### src/rtl/score_keeper.sv
// Point sequencer for the ball block: turns level score flags into single increments
// and walks the match through serve, play, post-point pause and game-over.

module score_keeper_edge (
  input  logic clk,
  input  logic reset_n,
  input  logic flag,
  output logic rise
);
  logic flag_q, flag_d;

  always_comb flag_d = flag;

  always_ff @(posedge clk or negedge reset_n) begin
    if (!reset_n) flag_q <= 1'b0;
    else          flag_q <= flag_d;
  end

  assign rise = flag & ~flag_q;
endmodule

module score_keeper #(
  parameter int WIN_SCORE    = 7,
  parameter int PAUSE_FRAMES = 60,
  parameter int SCORE_W      = 4
) (
  input  logic               clk,
  input  logic               reset_n,
  input  logic [9:0]         x,
  input  logic [9:0]         y,
  input  logic               score1,
  input  logic               score2,
  input  logic               btn_serve,
  output logic [SCORE_W-1:0] p1_score,
  output logic [SCORE_W-1:0] p2_score,
  output logic               ball_hold,
  output logic               game_over,
  output logic [1:0]         winner
);
  localparam int NUM_PLAYERS = 2;
  localparam int CNT_W       = (PAUSE_FRAMES < 1) ? 1 : $clog2(PAUSE_FRAMES + 1);
  localparam logic [SCORE_W-1:0] WIN_VAL   = SCORE_W'(WIN_SCORE);
  localparam logic [CNT_W-1:0]   PAUSE_END = CNT_W'(PAUSE_FRAMES);

  typedef enum logic [1:0] {IDLE, PLAY, PAUSE, OVER} state_e;

  state_e                                    state_q, state_d;
  logic [NUM_PLAYERS-1:0][SCORE_W-1:0]       score_q, score_d;
  logic [1:0]                                winner_q, winner_d;
  logic [CNT_W-1:0]                          cnt_q, cnt_d;
  logic                                      hold_q, hold_d;
  logic                                      over_q, over_d;
  logic [2:0]                                serve_sync_q, serve_sync_d;
  logic                                      serve_rise_q, serve_rise_d;
  logic [NUM_PLAYERS-1:0]                    flag_in, rise;
  logic                                      tick;

  assign tick    = (y == 10'd481) && (x == 10'd0);
  assign flag_in = {score2, score1};

  for (genvar p = 0; p < NUM_PLAYERS; p++) begin : g_edge
    score_keeper_edge u_edge (
      .clk     (clk),
      .reset_n (reset_n),
      .flag    (flag_in[p]),
      .rise    (rise[p])
    );
  end

  // Two sync stages, one history stage; the registered pulse gives a 3-cycle latency.
  always_comb begin
    serve_sync_d = {serve_sync_q[1:0], btn_serve};
    serve_rise_d = serve_sync_q[1] & ~serve_sync_q[2];
  end

  always_comb begin
    state_d  = state_q;
    score_d  = score_q;
    winner_d = winner_q;
    cnt_d    = cnt_q;
    case (state_q)
      IDLE: if (serve_rise_q) state_d = PLAY;
      PLAY: begin
        if (rise == 2'b11) begin
          // Tied point: nobody scores, ball is still re-centred.
          state_d = PAUSE;
          cnt_d   = '0;
        end else begin
          for (int p = 0; p < NUM_PLAYERS; p++) begin
            if (rise == NUM_PLAYERS'(1 << p)) begin
              score_d[p] = score_q[p] + 1'b1;
              if (score_d[p] == WIN_VAL) begin
                state_d  = OVER;
                winner_d = 2'(1 << p);
              end else begin
                state_d = PAUSE;
                cnt_d   = '0;
              end
            end
          end
        end
      end
      PAUSE: begin
        if (tick) begin
          cnt_d = cnt_q + 1'b1;
          if (cnt_d == PAUSE_END) state_d = PLAY;
        end
      end
      OVER: begin
        if (serve_rise_q) begin
          score_d  = '0;
          winner_d = 2'b00;
          state_d  = IDLE;
        end
      end
      default: state_d = IDLE;
    endcase
    hold_d = (state_d != PLAY);
    over_d = (state_d == OVER);
  end

  always_ff @(posedge clk or negedge reset_n) begin
    if (!reset_n) begin
      state_q      <= IDLE;
      score_q      <= '0;
      winner_q     <= 2'b00;
      cnt_q        <= '0;
      hold_q       <= 1'b1;
      over_q       <= 1'b0;
      serve_sync_q <= '0;
      serve_rise_q <= 1'b0;
    end else begin
      state_q      <= state_d;
      score_q      <= score_d;
      winner_q     <= winner_d;
      cnt_q        <= cnt_d;
      hold_q       <= hold_d;
      over_q       <= over_d;
      serve_sync_q <= serve_sync_d;
      serve_rise_q <= serve_rise_d;
    end
  end

  assign p1_score  = score_q[0];
  assign p2_score  = score_q[1];
  assign ball_hold = hold_q;
  assign game_over = over_q;
  assign winner    = winner_q;
endmodule

### config.mk
export PLATFORM = sky130hd
export DESIGN_NAME = score_keeper
export DESIGN_NICKNAME = d
export VERILOG_FILES = /design/src/rtl/score_keeper.sv
export SDC_FILE = /design/constraint.sdc
export NUM_CORES = 1
export LEC_CHECK = 0
export ABC_AREA = 1
export CAP_MARGIN = 20
export CORE_MARGIN = 2
export CORE_UTILIZATION = 53
export DETAILED_ROUTE_END_ITERATION = 16
export HOLD_SLACK_MARGIN = 0.12
export PLACE_DENSITY = 0.85
export REMOVE_ABC_BUFFERS = 1
export SLEW_MARGIN = 20
export SYNTH_ARGS = -nofsm -noshare
export SYNTH_HDL_FRONTEND = slang
export SYNTH_SLANG_ARGS = --single-unit
### constraint.sdc
create_clock -name clk -period 3.6 [get_ports clk]
set_input_delay 0.54 -clock clk [delete_from_list [all_inputs] [get_ports clk]]
set_output_delay 0.54 -clock clk [all_outputs]
set_load 0.01 [all_outputs]
==> results of run 1 <==
[Yosys cell counts (3+ instances only)]
master                     n  area [µm²]
sky130_fd_sc_hd__dfrtp_1  25       625.6
sky130_fd_sc_hd__ha_1      5       62.56
sky130_fd_sc_hd__inv_1    29       108.9
sky130_fd_sc_hd__inv_2     9       33.78
sky130_fd_sc_hd__nand2_1  60       225.2
sky130_fd_sc_hd__nand2_2   4       25.02
sky130_fd_sc_hd__nand3_1  20       100.1
sky130_fd_sc_hd__nand4_1   4       25.02
sky130_fd_sc_hd__nor2_1   25       93.84
sky130_fd_sc_hd__nor2_2    3       18.77
sky130_fd_sc_hd__nor2_4    3       33.78
sky130_fd_sc_hd__o21ai_1   8       40.04
sky130_fd_sc_hd__o22ai_1   4       25.02
[where the power goes]
group / switching, mW / leakage (nW) / total [mW] / internal [mW]
sequential: 0.0637 / 0.339 / 0.411 / 0.347
clock: 0.0773 / 0.0150 / 0.120 / 0.0432
combinational: 0.182 / 0.608 / 0.347 / 0.165
total: 0.323 / 0.962 / 0.878 / 0.555
[registers in the layout, summed over array words and instances, names as in the netlist]
| name | cells |
|---|---|
| state_q | 2 |
| serve_rise_q | 1 |
| winner | 2 |
| g_edge.u_edge.flag_q | 2 |
| cnt_q | 6 |
| ball_hold | 1 |
| serve_sync_q | 3 |
| game_over | 1 |
| p2_score | 4 |
| p1_score | 4 |
[how the worst max path moves through the flow]
stage / from / to / depth (start not counted)
after floorplan: score2 / p2_score[0]$_DFFE_PN0P_ / 9
after global placement: score2 / p2_score[0]$_DFFE_PN0P_ / 10
after CTS: ball_hold$_DFF_PN1_ / ball_hold / 1
after detailed placement: score2 / cnt_q[2]$_DFFE_PN0P_ / 10
final: ball_hold$_DFF_PN1_ / ball_hold / 1
after global routing: p2_score[0]$_DFFE_PN0P_ / p2_score[0] / 1
[layout by cell type, fill, tap and decap left out, drive strengths merged, types with 4 or more instances in the layout]
cell type	count
nor2	31
nand4	4
clkdlybuf4s50	36
o21ai	8
dfrtp	25
nand2	65
o22ai	4
ha	5
clkbuf	4
inv	38
nand3	20
[routing by layer]
metal | wire length, µm | global-route usage [%] | vias to the layer above
li1 | - | - | 740
met1 | 1241 | 22.74 | 568
met2 | 1267 | 29.87 | 37
met3 | 124 | 2.902 | 2
met4 | 17 | 4.983 | 0
met5 | 0 | 0 | -
[stage by stage]
stage	total power, mW	setup slack, ns	cells	utilization [%]
CTS	0.8899	1.680	282	71.17
finish	0.8782	1.704	282	71.17
global placement	0.7594	1.571	278	70.21
floorplan	0.6182	2.193	210	-
detailed placement	0.7670	1.540	278	70.21
global route	0.9489	1.642	282	71.17
[kinds of logic after synthesis]
family / count (synthesis)
AND/OR/NAND/NOR: 126
buffers and inverters: 39
flip-flops: 26
AO/OA/AOI/OAI: 14
adder cells (fa/ha/maj): 5
XOR/XNOR: 1
[final cells by class]
type | count | area [µm²]
fill | 224 | 788.3
multi-input combinational | 146 | 718.2
sequential | 26 | 651.9
inverter | 38 | 142.6
clock buffer | 4 | 26.28
timing repair buffer | 37 | 367.9
tap | 31 | 38.79
==> results, run 1 <==
- The global-route usage over all layers is roughly 17%.
- The mean number of vias per cell is 4.777.
- The placer's final routability congestion estimate is about 0.8.
- The number of global-route vias before repair is around 1200.
- The final antenna-violating net count is 0.
- Entering global routing, the biggest net connects 27 pins.
- The number of cells traversed by the worst hold path is 0.
- The number of hold violations in the final report is 0.
- The xor-xnor portion of the synthesized cell area is 0.5747%.
- Setup violations remaining at the end of the flow were counted as 0.
- In this run the vertical extent of the chip is 57.62 µm.
- The worst setup path is launched from a register.
- The clock skew after layout is roughly 0.010 ns.
- The worst setup slack for register-to-register paths is 1.97 ns.
- The number of different library cells used by synthesis comes to 22.
- The number of synthesized register bits is 26.
- In this run the critical register-to-register path is captured at game_over$_DFF_PN0_.
- The dominant register cell in the synthesized netlist is sky130_fd_sc_hd__dfrtp_1.
- The buffer cell driving the clock tree root is sky130_fd_sc_hd__clkbuf_4.
- Summing the areas of all and, or, nand and nor instances in the mapped netlist gives ~38% of the synthesized area.
- The slowest stage of the critical path is the sky130_fd_sc_hd__dfstp_2 cell.
- The final wirelength is 2.649 mm.
- The count of yosys warnings during synthesis is 0.
- The wire length of the first global-routing pass is 4.581 mm.
- The post-CTS setup repair buffer count is 0.
- No sink is reached through more buffers than the 2 on the longest clock path.
- After floorplanning, the core was sized to cover ~2700 µm².
- The antenna diode count is 0.
- Dividing the detail-routed wire length by the instance count gives between 9 and 10 µm.
- The number of buffers inserted for hold repair after clock tree synthesis is 0.
- The die covers about 3300 µm².
- In this run the tightest slew margin relative to its limit is 78.57%.
- The synthesized netlist devotes 4.926% of its cell area to compound gates.
- Measured in cells, the most critical reg-to-reg path has a length of 9.
- In this run, post-CTS repair resized a total of 0 instances.
- The top-level I/O count is 37.
- The endpoint type of the worst setup path is an output pin.
- The worst path uses 52.67% of the clock period.
- Walking the worst path, the cells encountered are clkdlybuf4s50_1.
- The startpoint identified for the worst hold timing path is serve_sync_q[0]$_DFF_PN0_.
- The endpoint arrival time on the critical path is 1.36 ns.
- In this run the power density over the cells is ~450 nW/µm².
- The number of buffers created by CTS is 3.
- After detailed placement, the total cell area comes to approximately 1900 µm².
- The count of final max-slew check failures is 0.
- The count of max-cap constraint violations is 0.
- The reg-to-reg critical path startpoint is cnt_q[0]$_DFFE_PN0P_.
- The actual transition at the worst max-transition pin is 0.3214 ns.
- Summed over all layers, the global routing overflow is 0.
- The tightest hold path in the finished design has a slack of between 0.3 and 0.4 ns.
- The adder and majority cell fraction of the synthesized area is 4.105%.
- In this run the mean area of a mapped cell was 7.223 µm².
- After layout, the minimum clock period comes to 1.896 ns.
- Counting flops with a built-in enable in the synthesized netlist gives 0.
- The mux contribution to synthesized area is 0%.
- For this design, the sink count on the clock tree is 26.
- Port buffering added 36 buffers.
- The largest family of logic cells by synthesized area is simple AND/OR/NAND/NOR gates.
- The end of the worst hold path is serve_sync_q[1]$_DFF_PN0_.
- Summed over all cells, the static leakage comes to 0.9617 nW.
- The synthesized netlist occupies a cell area of 1524 µm².
- Summing the sequential cell areas from Yosys gives 42.78% of the chip area.
- The required time at the endpoint of the critical path is 3.06 ns.
- The number of antenna violations at the first check in global routing is 0.
- The share of layout cells above drive strength 1 is 9.960%.
- The dominant delay contributor by cell family on the critical path is flip-flops.
- The run finished with clean final reports.
- The initial utilization of the core area, before any placement, comes to between 50% and 60%.
- The layout-stage area growth over the synthesis result is 27.67%.
- The floorplan has 19 rows.
- VDD sags by at most 0.3942 mV.
- In this run the number of H-tree levels came out at 1.
- In this run the worst hold path is classified as register to register.
- The critical path class is register to output pin.
- The clock-pin slew reported for the worst setup and hold paths after clock tree synthesis is 0.12 ns.
- On the worst path, the slowest cell contributes a delay of about 0.54 ns.
- Static timing analysis puts the maximum clock frequency at between 0.5 and 0.6 GHz.
- The finished cells cover 1946 µm².
- The cell count after synthesis is around 210.
- The via count is between 1000 and 1500.
- Adding up every negative setup slack in the final design gives 0 ns.
- The buffering stage count on the worst path with inverters included is 1.
- Setup repair after global routing left no endpoint under its margin.
- After the last flow step, the layout net total stands at approximately 280.
- After synthesis, the share of flip-flops with an asynchronous set or reset is 100.0%.
- The detailed router's first-iteration violation count is 50.
- The maximum fanout along the worst path is 1.
- The wire-length estimate of the detail-placed layout is 2.131 mm.
- For the worst-skew pair, the clock arrives at the later sink with an insertion delay of 0.31 ns.
- The number of detailed-route iterations in the first pass is 4.
- The DRC violations left is 0.
- TritonCTS built the clock tree.
- The floorplan die width is 57.62 µm.
No activity file was read; power rests on OpenSTA's default activity.
==> run 2, diff against run 1 <==
Settings changed: CORE_UTILIZATION 53 to 49, PLACE_DENSITY 0.85 to 0.79.
Clock period 3.6 ns to 1.9 ns, I/O delays scaled along.
==> run 2 against run 1 <==
Die area is 7.6% higher. Global-route usage hardly changed. Clock power grew to 3.1 times the previous value. Non-clock buffer count stayed put. Sequential power increased by 90%. Via count up 1.3%. Critical path depth is the same. Sequential share of layout area is 0.49 points lower. Setup slack got worse by 1.5 ns.
==> results, run 2 (synthesis results as in run 1) <==
- CTS built an H-tree with a depth of 1.
- The leakage power is 0.9746 nW.
- On the critical path the largest part of the delay comes from buffers and inverters.
- The pin count of the biggest net entering global routing is 27.
- The DRC violations left is 0.
- The largest individual stage delay along the critical path comes from the cell sky130_fd_sc_hd__clkdlybuf4s50_1.
- Setup repair after global routing left no endpoint under its margin.
- The initial cell density of the core is between 50 and 60%.
- The worst setup margin is around 0.23 ns.
- Wire segments on met3 add up to 122 µm in the final route.
- The actual transition at the worst max-transition pin is ~0.33 ns.
- The post-route netlist has 10.36% of its cells at a drive strength greater than 1.
- The final wirelength is 2.716 mm.
- The number of antenna violations at the first check in global routing is 0.
- The placed wire-length estimate is 2.204 mm.
- The area growth from synthesis to layout is 29.56%.
- On the final layout, the worst clock skew is 0.008084 ns.
- The count of final max-slew check failures is 0.
- The wire length of the first global-routing pass is 4.836 mm.
- The maximum fanout along the worst path is 7.
- For the worst setup path, the data required time is 1.62 ns.
- The number of global-route vias before repair is 1231.
- The routed layout has 1365 vias.
- The number of cells on the critical path is 1.
- The later pin in the worst-skew pair is clocked with a latency of between 0.3 and 0.4 ns.
- The most common cell after layout, fill and taps aside is sky130_fd_sc_hd__nand2_1.
- Dividing the detail-routed wire length by the instance count gives 9.563 µm.
- Following the worst setup path forward leads to its endpoint at p2_score[0].
- At the placement stage, the worst setup path has a slack of 0.09692 ns.
- The uppermost signal routing layer after detailed routing is met4.
- Port buffering added 36 buffers.
- The total die area is 3572 µm².
- Using the TritonRoute via totals, the vias-per-cell ratio works out to 4.806.
- The critical path's largest stage delay is 0.58 ns.
- The repair_antennas step left the layout with diodes totalling 0.
- The critical register-to-register path endpoint is game_over$_DFF_PN0_.
- Power spread over the standard cell area amounts to between 900 and 1000 nW/µm².
- The placement row count is 20.
- The overall power consumption is 1.818 mW.
- The critical path class is register to output pin.
- The number of fill cells is 264.
- The flow ran to the end, and the final reports show no timing, DRC or antenna violations.
- The detail route stage leaves a number of antenna-violating nets equal to 0.
- The number of hold violations in the final report is 0.
- The worst slew margin relative to its limit is 78.03%.
- After detailed placement, the total cell area comes to just under 2000 µm².
- The endpoint arrival time on the critical path is ~1.4 ns.
- The worst setup slack for register-to-register paths is 0.32 ns.
- The CTS sink count is 26.
- The final critical-path required period is 1.673 ns.
- The placer's final routability congestion estimate is 0.8150.
- The class of the most critical hold timing path is input pin to async pin.
- The buffer cell driving the clock tree root is sky130_fd_sc_hd__clkbuf_4.
- The register area is 651.9 µm².
- For this block, the initial DRC count from the detailed router was 48.
- The number of buffers inserted for hold repair after clock tree synthesis is 0.
- TritonCTS built the clock tree.
- Once the clock tree was built, the resizer swapped 0 gates to a different size.
- The non-filler instance count after layout is 284.
- The global-route usage over all layers is 17.39%.
- The post-route standard cell area excluding fillers is approximately 2000 µm².
- Leaving out fill and tap cells, the most frequent cells in the layout are sky130_fd_sc_hd__nand2_1, sky130_fd_sc_hd__clkdlybuf4s50_1, sky130_fd_sc_hd__inv_1.
- The worst vdd rail ir drop is around 0.33 mV.
- For this block, wires on met1 add up to approximately 1.3 mm.
- In the detailed route, the total length drawn on met2 is between 1 and 1.5 mm.
- Summing all multi-input logic gate instances after layout gives 718.2 µm².
- Counting along the longest clock path gives a buffer depth of 2.
- The number of detailed-route iterations in the first pass is 4.
- In the finished design, the share of the clock period the worst path needs comes to 88.04%.
- The register name with the most flops is cnt_q.
- The total placed cells including tap cells is 280.
- Setup violations remaining at the end of the flow were counted as 0.
- The clock-pin slew reported for the worst setup and hold paths after clock tree synthesis is 0.14 ns.
- STA classifies the critical path endpoint as an output pin.
- Post-CTS timing repair inserted 0 buffers for setup.
- The number of cells on the worst reg-to-reg path is 9.
- The setup TNS after final layout is 0 ns.
- The final net count is 282.
- The flip-flop count of the largest register, all copies and words added is 6.
- The count of max-cap constraint violations is 0.
- Global routing finished with a remaining overflow of 0.
- For this run, the top clock speed supported by timing is between 0.5 and 0.6 GHz.
- The start point of the critical path is p2_score[0]$_DFFE_PN0P_.
- The vertical extent of the die is 59.77 µm.
- The floorplan die width is 59.77 µm.
- The reg-to-reg critical path startpoint is cnt_q[1]$_DFFE_PN0P_.
- For this design the top-level I/O count stands at 37.
- The worst setup path is launched from a register.
- The number of buffers and inverters on the critical path is 1.
- The number of buffers created by CTS is 3.
- The core region is 3003 µm².
- Traced cell by cell, the critical path runs through clkdlybuf4s50_1.
run 2: changes by cell type in the layout (fill, tap and decap cells not counted), sizes merged:
cell and delta:
clkbuf -1, bufinv +1
run 2: cell type report:
| class | count | share of cell area, % |
|---|---|---|
| tap | 33 | 2.091 |
| clock buffer | 3 | 1.141 |
| sequential | 26 | 33.02 |
| inverter | 38 | 7.224 |
| timing repair buffer | 37 | 18.63 |
| clock inverter | 1 | 1.521 |
| multi-input combinational | 146 | 36.38 |
run 2: worst min path at each step:
| stage | from | endpoint | slack (ns) | depth (start not counted) |
|---|---|---|---|---|
| finish | reset_n | cnt_q[1]$_DFFE_PN0P_ | 0.31 | 2 |
| global route | reset_n | cnt_q[1]$_DFFE_PN0P_ | 0.32 | 2 |
| CTS | reset_n | cnt_q[1]$_DFFE_PN0P_ | 0.31 | 2 |
| detailed placement | serve_sync_q[0]$_DFF_PN0_ | serve_sync_q[1]$_DFF_PN0_ | 0.34 | 0 |
| global placement | serve_sync_q[0]$_DFF_PN0_ | serve_sync_q[1]$_DFF_PN0_ | 0.33 | 0 |
| floorplan | reset_n | cnt_q[0]$_DFFE_PN0P_ | -0.01 | 0 |
run 2: routing by layer:
metal | track usage, % | vias to the layer above
met2 | 31.83 | 35
met3 | 3.463 | 4
li1 | - | 738
met5 | 0 | -
met1 | 20.82 | 588
met4 | 3.810 | 0
run 2: where the power goes:
part	leakage (nW)	switching, mW	internal, mW
logic	0.608	0.351	0.312
clock network	0.0279	0.161	0.213
registers	0.339	0.124	0.658
total	0.975	0.635	1.18
run 2: metrics by stage:
stage | utilization, % | hold WS (ns)
after floorplan | - | -0.01059
after global placement | 64.00 | 0.3341
after detailed placement | 64.00 | 0.3418
after CTS | 65.75 | 0.3131
after global routing | 65.75 | 0.3150
final | 65.75 | 0.3111
